--- config.mk ---
export PLATFORM = sky130hd
export DESIGN_NAME = vram_sram_ctrl
export DESIGN_NICKNAME = d
export VERILOG_FILES = /design/src/rtl/vram_sram_ctrl.sv
export SDC_FILE = /design/constraint.sdc
export NUM_CORES = 1
export LEC_CHECK = 0
export BUFFER_PORTS_ARGS = -buffer_cell sky130_fd_sc_hd__buf_4
export CORE_ASPECT_RATIO = 1.25
export CORE_MARGIN = 2
export CORE_UTILIZATION = 47
export DETAILED_ROUTE_END_ITERATION = 8
export MAX_ROUTING_LAYER = met4
export PLACE_DENSITY = 0.8
export SLEW_MARGIN = 5
export SYNTH_ARGS = -nofsm -noshare
export SYNTH_HDL_FRONTEND = slang
export SYNTH_SLANG_ARGS = --single-unit
--- constraint.sdc ---
create_clock -name clk -period 2.2 [get_ports clk]
set_input_delay 0.55 -clock clk [delete_from_list [all_inputs] [get_ports clk]]
set_output_delay 0.55 -clock clk [all_outputs]
set_load 0.03 [all_outputs]
--- src/rtl/vram_sram_ctrl.sv ---
// Display-memory controller for an asynchronous SRAM: video reads take priority, CPU reads/writes are interleaved.
// Read: grant to ack in RD_WAIT+2 clocks. Write: grant to ack in WR_WAIT+2 clocks. Requests wait as level signals until acked.
module vram_sram_ctrl #(
    parameter int AW      = 19,
    parameter int DW      = 8,
    parameter int RD_WAIT = 1,
    parameter int WR_WAIT = 2
) (
    input  logic          clk,
    input  logic          reset,
    input  logic          vid_req,
    input  logic [AW-1:0] vid_addr,
    output logic          vid_ack,
    output logic [DW-1:0] vid_rdata,
    input  logic          cpu_req,
    input  logic          cpu_we,
    input  logic [AW-1:0] cpu_addr,
    input  logic [DW-1:0] cpu_wdata,
    output logic          cpu_ack,
    output logic [DW-1:0] cpu_rdata,
    output logic [AW-1:0] sram_addr,
    output logic [DW-1:0] sram_dout,
    output logic          sram_doe,
    input  logic [DW-1:0] sram_din,
    output logic          sram_ce_l,
    output logic          sram_oe_l,
    output logic          sram_we_l
);

    localparam logic [2:0] S_IDLE     = 3'd0;
    localparam logic [2:0] S_RD       = 3'd1;
    localparam logic [2:0] S_WR_SETUP = 3'd2;
    localparam logic [2:0] S_WR_PULSE = 3'd3;
    localparam logic [2:0] S_WR_HOLD  = 3'd4;

    localparam logic [2:0] RD_LAST = 3'(RD_WAIT);
    localparam logic [2:0] WR_LAST = 3'(WR_WAIT - 1);

    logic [2:0] state;
    logic [2:0] cnt;
    logic       rd_is_cpu;
    logic       cpu_skip;
    logic       vid_live;
    logic       cpu_live;
    logic       vid_go;
    logic       cpu_go;

    // A request is still high during its own ack cycle; mask it there so it is not granted twice.
    always_comb begin
        vid_live = vid_req & ~vid_ack;
        cpu_live = cpu_req & ~cpu_ack;
        cpu_go   = cpu_live & (~vid_live | cpu_skip);
        vid_go   = vid_live & ~cpu_go;
    end

    always_ff @(posedge clk) begin
        if (reset) begin
            state     <= S_IDLE;
            cnt       <= 3'd0;
            rd_is_cpu <= 1'b0;
            cpu_skip  <= 1'b0;
            sram_addr <= '0;
            sram_dout <= '0;
            sram_doe  <= 1'b0;
            sram_ce_l <= 1'b1;
            sram_oe_l <= 1'b1;
            sram_we_l <= 1'b1;
            vid_ack   <= 1'b0;
            cpu_ack   <= 1'b0;
            vid_rdata <= '0;
            cpu_rdata <= '0;
        end else begin
            vid_ack <= 1'b0;
            cpu_ack <= 1'b0;
            case (state)
                S_IDLE: begin
                    cnt <= 3'd0;
                    if (vid_go) begin
                        sram_addr <= vid_addr;
                        sram_ce_l <= 1'b0;
                        sram_oe_l <= 1'b0;
                        rd_is_cpu <= 1'b0;
                        // CPU lost this round while waiting: it wins the next one.
                        cpu_skip  <= cpu_live;
                        state     <= S_RD;
                    end else if (cpu_go) begin
                        sram_addr <= cpu_addr;
                        sram_ce_l <= 1'b0;
                        rd_is_cpu <= 1'b1;
                        cpu_skip  <= 1'b0;
                        if (cpu_we) begin
                            sram_dout <= cpu_wdata;
                            sram_doe  <= 1'b1;
                            state     <= S_WR_SETUP;
                        end else begin
                            sram_oe_l <= 1'b0;
                            state     <= S_RD;
                        end
                    end
                end
                S_RD: begin
                    if (cnt == RD_LAST) begin
                        sram_ce_l <= 1'b1;
                        sram_oe_l <= 1'b1;
                        state     <= S_IDLE;
                        if (rd_is_cpu) begin
                            cpu_rdata <= sram_din;
                            cpu_ack   <= 1'b1;
                        end else begin
                            vid_rdata <= sram_din;
                            vid_ack   <= 1'b1;
                        end
                    end else begin
                        cnt <= cnt + 3'd1;
                    end
                end
                S_WR_SETUP: begin
                    sram_we_l <= 1'b0;
                    cnt       <= 3'd0;
                    state     <= S_WR_PULSE;
                end
                S_WR_PULSE: begin
                    if (cnt == WR_LAST) begin
                        sram_we_l <= 1'b1;
                        cpu_ack   <= 1'b1;
                        state     <= S_WR_HOLD;
                    end else begin
                        cnt <= cnt + 3'd1;
                    end
                end
                S_WR_HOLD: begin
                    sram_ce_l <= 1'b1;
                    sram_doe  <= 1'b0;
                    state     <= S_IDLE;
                end
                default: begin
                    sram_ce_l <= 1'b1;
                    sram_oe_l <= 1'b1;
                    sram_we_l <= 1'b1;
                    sram_doe  <= 1'b0;
                    state     <= S_IDLE;
                end
            endcase
        end
    end

endmodule

==> Yosys cells after proc, flatten, opt, wreduce, memory -nomap -nowiden <==
Cells that the tools add are included.
{ "totals": {"elab_cells": 96, "output_inout_bits": 49, "register_bits": 57} }
{ "op_classes": {"n_reduce_logical": 20, "add_sub_neg": 1, "mux": 31, "bitwise_logic": 17, "eq_ne": 13} }
{ "ops": {"columns": ["op", "n"], "rows": [
  ["2-to-1 mux 19 bit", 2],
  ["2-to-1 mux 1 bit", 16],
  ["2-to-1 mux 3 bit", 5],
  ["inequality test 2 bit, second input constant", 6],
  ["NOT 1 bit", 12],
  ["case mux 3 bit (4 select lines)", 1],
  ["AND reduction 3 bit", 4],
  ["AND reduction 4 bit", 3],
  ["OR reduction 3 bit", 4],
  ["case mux 1 bit (3 select lines)", 3],
  ["== test 3 x 1 -> 1 bit, second input constant", 2],
  ["== test 3 x 2 -> 1 bit, second input constant", 2],
  ["inequality test 3 bit, second input constant", 2],
  ["case mux 3 bit (2 select lines)", 1],
  ["AND reduction 2 bit", 3],
  ["OR reduction 2 bit", 3],
  ["bitwise AND 1 bit", 4],
  ["case mux 1 bit (2 select lines)", 2],
  ["nonzero test 2 bit", 2],
  ["adder 3 x 1 -> 3 bit, second input constant", 1],
  ["== test 3 bit, second input constant", 1],
  ["logical NOT 3 bit", 1],
  ["2-to-1 mux 2 bit", 1],
  ["bitwise OR 1 bit", 1]
]} }

==> Longest topological paths before layout <==
Gate-level depths: netlist of the first run.
{ "depth": {"ltp_word": 9, "ltp_mapped": 8} }

==> Worst setup path after synthesis of the first run <==
Ideal clock, no wire load.
{ "synth_timing": {"path_kind": "register to register", "startpoint": "reg state[2]", "endpoint": "reg sram_dout[0]", "slack_ns": 0.487, "arrival_ns": 1.585, "path_stages_with_launch": 8, "path_cell_list": "dfxtp_1 -> buf_6 -> or3_4 -> buf_6 -> nor4b_2 -> buf_6 -> mux2i_1 -> nor2_1"} }
{ "synth_via": {"elab_chain_len": 2} }
{ "synth_lines": {"columns": ["element", "line_no", "rtl"], "rows": [
  ["start: declaration", "39", "logic [2:0] state;"],
  ["start signal: assignment", "58", "state <= S_IDLE;"],
  ["start signal: assignment", "85", "state <= S_RD;"],
  ["start signal: assignment", "94", "state <= S_WR_SETUP;"],
  ["logical NOT 3 bit", "75", "case (state)"],
  ["AND reduction 4 bit (no line)", null, null],
  ["end signal: assignment", "92", "sram_dout <= cpu_wdata;"],
  ["end: declaration", "22", "output logic [DW-1:0] sram_dout,"]
]} }
Every way passes these cells.
A chain may end at the register's enable or synchronous reset.

==> Worst setup path after layout of the first run <==
{ "layout_timing": {"startpoint": "reg state[0]", "endpoint": "reg cpu_rdata[3]"} }
{ "layout_via": {"elab_chain_len": 2} }
{ "layout_lines": {"columns": ["element", "line_no", "rtl"], "rows": [
  ["== test 3 x 1 -> 1 bit", "75", null],
  ["AND reduction 3 bit (no line)", null, null],
  ["end signal: assignment", "107", "cpu_rdata <= sram_din;"],
  ["end: declaration", "20", "output logic [DW-1:0] cpu_rdata,"]
]} }
Every way passes these cells.

==> reports/metrics.yaml, run 1 <==
sta:
  slew_headroom_pct: 64.8
  drv_slew: 0
  worstMarginPinSlew_ns: 0.529
  max_freq_mhz: 510
  final.setup_skew_ns: 0.00505
  min_period_over_period_pct: 89.1
  hold_viol: 0
  setup_viol: 0
  min_period_ns: 1.96
  rsz0062_at_grt: "false"
  fin_tns_setup_ns: 0
global_routing:
  antenna_found_initial: 0
  grt_pass1_vias: 2022
  grt_overflow_total: 0
  grt_pass1_wl_mm: 9.25
  grt_start_max_net_pins: 50
  grtUsageTotal_pct: 21.6
die:
  coreArea_sq_um: 5080
  die_width_microns: 68.8
  start_util_pct: 48.6
  row_count: 29
  ios: 108
  die_h_microns: 85.0
  die-area_sq_um: 5850
synthesis:
  synthAdderAreaFrac_pct: 1.01
  async_reset_ff_share_pct: 0
  synth_ff_type: "dfxtp_1"
  synth_top_family_by_area: "multiplexers"
  muxShareOfSynthArea_pct: 17.4
  synth_compound_area_share_pct: 14.6
  ys_seq_area_share_pct: 46.2
  synthSimpleGateAreaFrac_pct: 15.8
  ys_warn_count: 0
  synth_edf_count: 0
  syn_nets: 307
  ys_types: 37
  synth_xor_area_share_pct: 0
  synth_cells: 246
  ys_ff_latch: 57
  postSynthAreaPerCell_sq_um: 10.0
  syn_area_sq_um: 2470
worst_setup_path:
  start_kind: "flop"
  cp-end-kind: "flop"
  required_ns: 2.40
  worst_path_largest_cell_delay_ns: 0.76
  reg2reg_setup_slack_ns: 0.24
  cp.arrival_ns: 2.16
  cpMaxStageDelayCell: "or4b_1"
  worstSetupPathType: "reg -> reg"
  cp_cell_sequence: "nand2b_1 -> or4b_1 -> mux2i_1 -> nor2_1"
  critPathMaxFanout: 10
power_and_ir_drop:
  p_leak_nw: 1.64
  ir_drop_v: 0.000530
  p_per_area_nw_per_um2: 781
detailed_routing:
  wl_per_cell_microns: 13.8
  via_per_inst: 5.10
  drt_first_pass_iters: 4
  route.detailed.drc: 0
  ant_nets: 0
  vias: 2137
  totalWireLength_mm: 5.78
  drt-initial-drc-count: 91
clocking:
  clk_latency_ns: 0.32
  clkTransAtPathRegs_ns: 0.07
  cts.sinks: 57
  htree_levels: 3
  post_cts_resized: 0
  root_buffer: "clkbuf_8"
  ctsHoldBuffers: 0
  tritoncts: "done"
  postCtsSetupBuffers: 0
  clock_path_buffers: 2
  numCtsBuffers: 9
hold_path:
  worstHoldPathType: "in -> reg"
final_layout:
  drive_above_1_share_pct: 41.7
  design_area_sq_um: 3520
  syn2layout_area_growth_pct: 42.5
  final_nets: 413
  fin_util_pct: 69.2
  diodes: 0
placed_design:
  dpl_cell_area_sq_um: 3320
  gp_congestion: 0.791
  port_buffers: 107
  detailed_place_hpwl_mm: 4.22
status:
  status: "finished clean"
flow_run:
  cap_violations: 0
[cell type report]
type	instances	area, sq um
clock buffer	10	138
clock inverter	6	57.6
fill	408	1560
inverter	1	3.75
multi-input combinational	169	1220
sequential	57	1140
tap	62	77.6
timing repair buffer	114	881
[flip-flops by register name (all words and copies together), names as in the netlist, 3 cells and up]
register,cells
vid_rdata,8
cnt,3
state,3
sram_dout,8
cpu_rdata,8
sram_addr,19
[per-stage QoR]
step / hold slack, ns / total power, W / setup WS [ns] / std cells
floorplan: 0.472 / 0.00159 / 0.487 / 246
global placement: 0.475 / 0.00181 / 0.314 / 403
detailed placement: 0.486 / 0.00182 / 0.301 / 403
CTS: 0.449 / 0.00277 / 0.249 / 419
global route: 0.440 / 0.00289 / 0.107 / 419
finish: 0.458 / 0.00275 / 0.239 / 419
[report_power, final]
group,switching (W),internal [W],leakage (nW)
Combinational,0.000350,0.000289,1.07
Sequential,0.0000535,0.00111,0.466
Clock,0.000402,0.000545,0.102
Total,0.000806,0.00194,1.64
[worst paths after layout]
path,from,endpoint,cells after the start
worst max register to register,state[0]$_SDFFE_PP0P_,cpu_rdata[3]$_SDFFE_PP0P_,4
worst min register to register,vid_rdata[7]$_SDFFE_PP0P_,vid_rdata[7]$_SDFFE_PP0P_,2
worst max-delay path,state[0]$_SDFFE_PP0P_,cpu_rdata[3]$_SDFFE_PP0P_,4
worst min-delay path,cpu_wdata[6],sram_dout[6]$_SDFFE_PP0P_,3
[kinds of logic (layout without fill, tap and decap cells)]
group,after synthesis,after routing
AOI/OAI and AO/OA,43,43
adders and majority gates,2,2
buffers and inverters,20,131
DFF,57,57
muxes,43,43
and+or+nand+nor,81,81
[layout by cell type (no fill, tap or decap), types with 2 or more instances in the layout]
master	count
nand2_1	3
a211oi_2	10
dfxtp_1	57
ha_1	2
nor2_1	53
nor3_1	4
nor3b_1	3
buf_4	112
o21bai_1	2
mux2i_1	43
o21ai_0	5
a211oi_1	11
a21oi_1	5
nor2b_1	6
nand2b_1	4
buf_12	2
a21o_2	2
clkbuf_8	10
clkinv_2	4
[synth_stat cells (2+ instances only)]
cell / n / area, sq um
nand2_1: 3 / 11.3
ha_1: 2 / 25.0
a211oi_2: 10 / 125
a211oi_1: 11 / 82.6
nor3b_1: 3 / 22.5
o21bai_1: 2 / 15.0
buf_2: 5 / 25.0
mux2i_1: 43 / 430
buf_1: 2 / 7.51
buf_6: 4 / 45.0
buf_4: 3 / 22.5
o21ai_0: 5 / 25.0
a21o_2: 2 / 17.5
nor2b_1: 6 / 37.5
dfxtp_1: 57 / 1140
nand2b_1: 4 / 25.0
nor2_1: 53 / 199
clkbuf_1: 5 / 18.8
a21oi_1: 5 / 25.0
nor3_1: 4 / 20.0
[per-layer routing]
metal / global-route usage, % / routed length, microns
met5: - / 0
met4: 8.20 / 102
met3: 5.31 / 247
met2: 35.3 / 3120
met1: 24.9 / 2300
[worst max-delay path: cells and delay by family, from the launching register on]
family / cells / cell delay [ns]
mux: 1 / 0.27
simple gates: 3 / 1.05
flops: 1 / 0.52
Note: power is estimated with default switching activity, not from simulation.
==> run 2: changes to the inputs <==
Settings changed: RECOVER_POWER from default to 25.
==> reports/metrics.yaml, run 2 (synthesis gave the netlist of run 1 again) <==
global_routing:
  grt_overflow_total: 0  # unchanged
  grt_start_max_net_pins: 50  # unchanged
  grtUsageTotal_pct: 21.6  # unchanged
  grt_pass1_vias: 2022  # unchanged
  grt_pass1_wl_mm: 9.25  # unchanged
  antenna_found_initial: 0  # unchanged
final_layout:
  final_nets: 413  # unchanged
  num-fill-cells: 437  # +7.1%
  multi_input_area_sq_um: 1220  # unchanged
  largest_reg_flops: 19  # unchanged
  regMostFlops: "sram_addr"
  design_area_sq_um: 3430  # -2.3%
  diodes: 0  # unchanged
  final_common_cell: "buf_4"
  syn2layout_area_growth_pct: 39.1
  drive_above_1_share_pct: 35.6  # -6.2 points
  seqCellArea_sq_um: 1140  # unchanged
  final_cell_mix: "buf_4, dfxtp_1, nor2_1"
worst_setup_path:
  required_ns: 2.40  # about the same
  cp.arrival_ns: 2.14  # -0.02 ns
  worstSetupPathType: "reg -> reg"
  reg2reg_setup_slack_ns: 0.25  # about the same
  start_kind: "flop"
  cp-end-kind: "flop"
  critPathMaxFanout: 10  # unchanged
placed_design:
  detailed_place_hpwl_mm: 4.22  # unchanged
  gp_congestion: 0.791  # unchanged
  dpl_cell_area_sq_um: 3320  # unchanged
  port_buffers: 107  # unchanged
sta:
  hold_viol: 0  # unchanged
  fin_tns_setup_ns: 0  # unchanged
  final.setup_skew_ns: 0.00617  # +0.00112 ns
  drv_slew: 0  # unchanged
  rsz0062_at_grt: "false"
  min_period_over_period_pct: 88.6  # -0.54 points
  max_freq_mhz: 513  # +0.60%
  min_period_ns: 1.95  # -0.0118 ns
  worstMarginPinSlew_ns: 0.527  # -0.00191 ns
  slew_headroom_pct: 64.9  # +0.13 points
  setup_viol: 0  # unchanged
detailed_routing:
  drt-initial-drc-count: 94  # +3.3%
  via_per_inst: 5.12  # +0.33%
  wl_per_cell_microns: 13.8  # -0.12%
  ant_nets: 0  # unchanged
  route.detailed.drc: 0  # unchanged
  drt_first_pass_iters: 4  # unchanged
  totalWireLength_mm: 5.77  # -0.12%
  vias: 2144  # +0.33%
clocking:
  tritoncts: "done"
  postCtsSetupBuffers: 0  # unchanged
  root_buffer: "clkbuf_8"
  post_cts_resized: 0  # unchanged
  clk_latency_ns: 0.32  # about the same
  htree_levels: 3  # unchanged
  clock_path_buffers: 2  # unchanged
  clkTransAtPathRegs_ns: 0.07  # about the same
  numCtsBuffers: 9  # unchanged
  cts.sinks: 57  # unchanged
  ctsHoldBuffers: 0  # unchanged
power_and_ir_drop:
  ir_drop_v: 0.000521  # -1.7%
  p_per_area_nw_per_um2: 793  # +1.5%
  comb_power_share_pct: 22.5  # -0.7 points
  p_leak_nw: 1.54  # -5.6%
  swShare_pct: 29.6  # +0.27 points
  p_seq_share_pct: 42.6  # +0.3 points
  switchingPower_w: 0.000806  # about the same
  clockPowerShare_pct: 34.8  # +0.3 points
  cellInternalPower_w: 0.00192  # -1.3%
die:
  die_h_microns: 85.0  # unchanged
  ios: 108  # unchanged
  die-area_sq_um: 5850  # unchanged
  row_count: 29  # unchanged
  start_util_pct: 48.6  # unchanged
  coreArea_sq_um: 5080  # unchanged
  die_width_microns: 68.8  # unchanged
hold_path:
  worstHoldPathType: "in -> reg"
flow_run:
  cap_violations: 0  # unchanged
status:
  status: "finished clean"
==> run 2: changes by cell type in the layout (fill, tap and decap cells not counted), sizes merged <==
cell    before  now
buf        114   92
clkbuf      10   32
==> run 2: stage by stage <==
| step | utilization [%] | total power, W | setup WS (ns) | hold slack [ns] | std cells |
|---|---|---|---|---|---|
| final | 67.6 | 0.00272 | 0.251 | 0.457 | 419 |
| after global routing | 67.6 | 0.00287 | 0.107 | 0.440 | 419 |
| after CTS | 69.2 | 0.00277 | 0.249 | 0.449 | 419 |
| after detailed placement | 65.4 | 0.00182 | 0.301 | 0.486 | 403 |
| after global placement | 65.4 | 0.00181 | 0.314 | 0.475 | 403 |
| after floorplan | - | 0.00159 | 0.487 | 0.472 | 246 |
==> run 2: cell type report <==
class	count	area share, %
clock buffer	10	4.01
inverter	1	0.109
tap	62	2.26
timing repair buffer	114	23.3
clock inverter	6	1.68
sequential	57	33.2
multi-input combinational	169	35.5
==> run 2: critical path, cell delays in order (launching register included) <==
cell and delay [ns]:
dfxtp_1 0.52, nand2b_1 0.23, or4b_1 0.75, mux2i_1 0.27, nor2_1 0.06
==> run 2: power groups by stage <==
stage               Sequential (W)  Combinational [W]  Clock [W]
finish                     0.00116           0.000613   0.000949
global route               0.00117           0.000664    0.00103
CTS                        0.00116           0.000643   0.000965
detailed placement         0.00118           0.000641          0
global placement           0.00118           0.000632          0
floorplan                  0.00130           0.000287          0
==> run 2: path summary, 6_finish.rpt <==
| check | endpoint | start | depth (start not counted) |
|---|---|---|---|
| worst max-delay path | cpu_rdata[3]$_SDFFE_PP0P_ | state[0]$_SDFFE_PP0P_ | 4 |
| worst min-delay path | sram_dout[6]$_SDFFE_PP0P_ | cpu_wdata[6] | 3 |
| worst max register to register | cpu_rdata[3]$_SDFFE_PP0P_ | state[0]$_SDFFE_PP0P_ | 4 |
| worst min register to register | vid_rdata[7]$_SDFFE_PP0P_ | vid_rdata[7]$_SDFFE_PP0P_ | 2 |
==> run 2: routing by layer <==
layer | global-route usage, % | wire length (microns)
met5 | - | 0
met4 | 8.20 | 101
met3 | 5.31 | 273
met2 | 35.3 | 3110
met1 | 24.9 | 2280
==> run 3: changes to the inputs <==
Settings changed: CELL_PAD_IN_SITES_DETAIL_PLACEMENT from default to 1, CELL_PAD_IN_SITES_GLOBAL_PLACEMENT from default to 2, CORE_UTILIZATION 47 to 27, PLACE_DENSITY 0.8 to 0.79.
==> reports/metrics.yaml, run 3 (synthesis gave the netlist of run 1 again) <==
placed_design:
  detailed_place_hpwl_mm: 5.07  # +20%
  gp_congestion: 0.786  # -0.75%
  port_buffers: 107  # unchanged
detailed_routing:
  drt-initial-drc-count: 66  # -30%
  wl_met3_microns: 296  # +8.4%
  wl_per_cell_microns: 14.3  # +3.9%
  vias: 2202  # +2.7%
  drt_first_pass_iters: 4  # unchanged
  via_per_inst: 4.59  # -10%
  wl_met1_mm: 2.72  # +19%
  dr_wl_met2_mm: 3.72  # +20%
  route.detailed.drc: 0  # unchanged
  maxUsedRoutingLayer: "met4"
  ant_nets: 0  # unchanged
  totalWireLength_mm: 6.87  # +19%
power_and_ir_drop:
  cellInternalPower_w: 0.00229  # +20%
  totalPowerFinal_w: 0.00316  # +16%
  comb_power_share_pct: 19.5  # -3.0 points
  ir_drop_v: 0.000379  # -27%
  p_leak_nw: 1.58  # +2.5%
  clockPowerShare_pct: 43.8  # +9.0 points
  switchingPower_w: 0.000871  # +8.0%
  p_seq_share_pct: 36.8  # -5.8 points
  swShare_pct: 27.5  # -2.1 points
  p_per_area_nw_per_um2: 880  # +11%
sta:
  min_period_ns: 1.88  # -0.0670 ns
  min_period_over_period_pct: 85.5  # -3.0 points
  max_freq_mhz: 531  # +3.6%
  worstMarginPinSlew_ns: 0.485  # -0.0414 ns
  slew_headroom_pct: 67.6  # +2.7 points
  fin_tns_setup_ns: 0  # unchanged
  final.setup_skew_ns: 0.00638  # +0.000207 ns
  hold_viol: 0  # unchanged
  rsz0062_at_grt: "false"
  setup_viol: 0  # unchanged
  drv_slew: 0  # unchanged
final_layout:
  final_cell_mix: "buf_4, dfxtp_1, nor2_1"
  drive_above_1_share_pct: 34.5  # -1.1 points
  largest_reg_flops: 19  # unchanged
  num-fill-cells: 1073  # +150%
  final_nets: 414  # +0.24%
  regMostFlops: "sram_addr"
  syn2layout_area_growth_pct: 45.6
  diodes: 0  # unchanged
  final_common_cell: "buf_4"
clocking:
  tritoncts: "done"
  post_cts_resized: 0  # unchanged
  htree_levels: 3  # unchanged
  postCtsSetupBuffers: 0  # unchanged
  cts.sinks: 57  # unchanged
  clock_path_buffers: 2  # unchanged
  ctsHoldBuffers: 0  # unchanged
  numCtsBuffers: 9  # unchanged
  root_buffer: "clkbuf_16"
  clk_latency_ns: 0.32  # about the same
  clkTransAtPathRegs_ns: 0.05  # -0.02 ns
hold_path:
  worstHoldPathType: "in -> reg"
  hp-start: "cpu_wdata[1]"
die:
  die-area_sq_um: 9920  # +70%
  start_util_pct: 27.3  # -21 points
  ios: 108  # unchanged
  row_count: 39  # +34%
  die_width_microns: 89.5  # +30%
  die_h_microns: 111  # +30%
  coreArea_sq_um: 9030  # +78%
global_routing:
  grt_pass1_vias: 2274  # +12%
  grtUsageTotal_pct: 15.3  # -6.3 points
  antenna_found_initial: 0  # unchanged
  grt_overflow_total: 0  # unchanged
  grt_start_max_net_pins: 39  # -22%
  grt_pass1_wl_mm: 11.2  # +21%
status:
  status: "finished clean"
worst_setup_path:
  critPathMaxFanout: 9  # -1
  r2r-start: "state[2]$_SDFFE_PP0P_"
  startpoint: "state[2]$_SDFFE_PP0P_"
  cp.arrival_ns: 2.08  # -0.06 ns
  cp-end-kind: "flop"
  required_ns: 2.40  # about the same
  start_kind: "flop"
  worstSetupPathType: "reg -> reg"
flow_run:
  cap_violations: 0  # unchanged
run 3: changes by cell type in the layout (fill, tap and decap cells not counted), sizes merged:
cell      previous run  this run
buf                 92        91
clkinvlp             1         0
clkbuf              32        36
clkinv               4         2
run 3: path summary, 6_finish.rpt:
kind	end	slack, ns	depth (start not counted)
setup / recovery	sram_dout[3]$_SDFFE_PP0P_	0.32	5
hold / removal	sram_dout[1]$_SDFFE_PP0P_	0.47	3
setup reg to reg	sram_dout[3]$_SDFFE_PP0P_	0.32	5
hold reg to reg	vid_rdata[7]$_SDFFE_PP0P_	0.49	2
run 3: through the flow:
step / hold WS [ns] / setup slack (ns) / std cells / instance area, sq um / utilization (%)
after CTS: 0.455 / 0.319 / 480 / 3690 / 40.9
after detailed placement: 0.488 / 0.331 / 465 / 3390 / 37.6
after global placement: 0.477 / 0.385 / 465 / 3390 / 37.6
after global routing: 0.471 / 0.163 / 480 / 3590 / 39.8
after floorplan: 0.472 / 0.487 / 246 / 2470 / -
final: 0.467 / 0.318 / 480 / 3590 / 39.8
run 3: worst max-delay path, stage by stage, from the launching register on:
cell,delay [ns]
dfxtp_1,0.39
or3_1,0.53
nor4b_2,0.32
buf_4,0.24
mux2i_1,0.21
nor2_1,0.05
run 3: layout make-up:
type	count	area (sq um)	area share (%)
Clock inverter	3	40.0	1.11
Timing Repair Buffer	115	786	21.9
Sequential cell	57	1140	31.8
Inverter	1	3.75	0.104
Tap cell	123	154	4.28
Clock buffer	12	256	7.14
Multi-Input combinational cell	169	1210	33.7
run 3: per-layer routing:
metal | global-route usage [%] | up-vias
met4 | 6.67 | 0
met3 | 4.02 | 7
met5 | - | -
met1 | 16.7 | 1064
met2 | 25.4 | 49
li1 | - | 1082
run 3: power by group through the flow:
stage               Sequential, W  Combinational (W)  Clock, W
global route              0.00117           0.000671   0.00148
detailed placement        0.00118           0.000653         0
CTS                       0.00117           0.000656   0.00143
finish                    0.00116           0.000616   0.00138
global placement          0.00118           0.000643         0
floorplan                 0.00130           0.000287         0
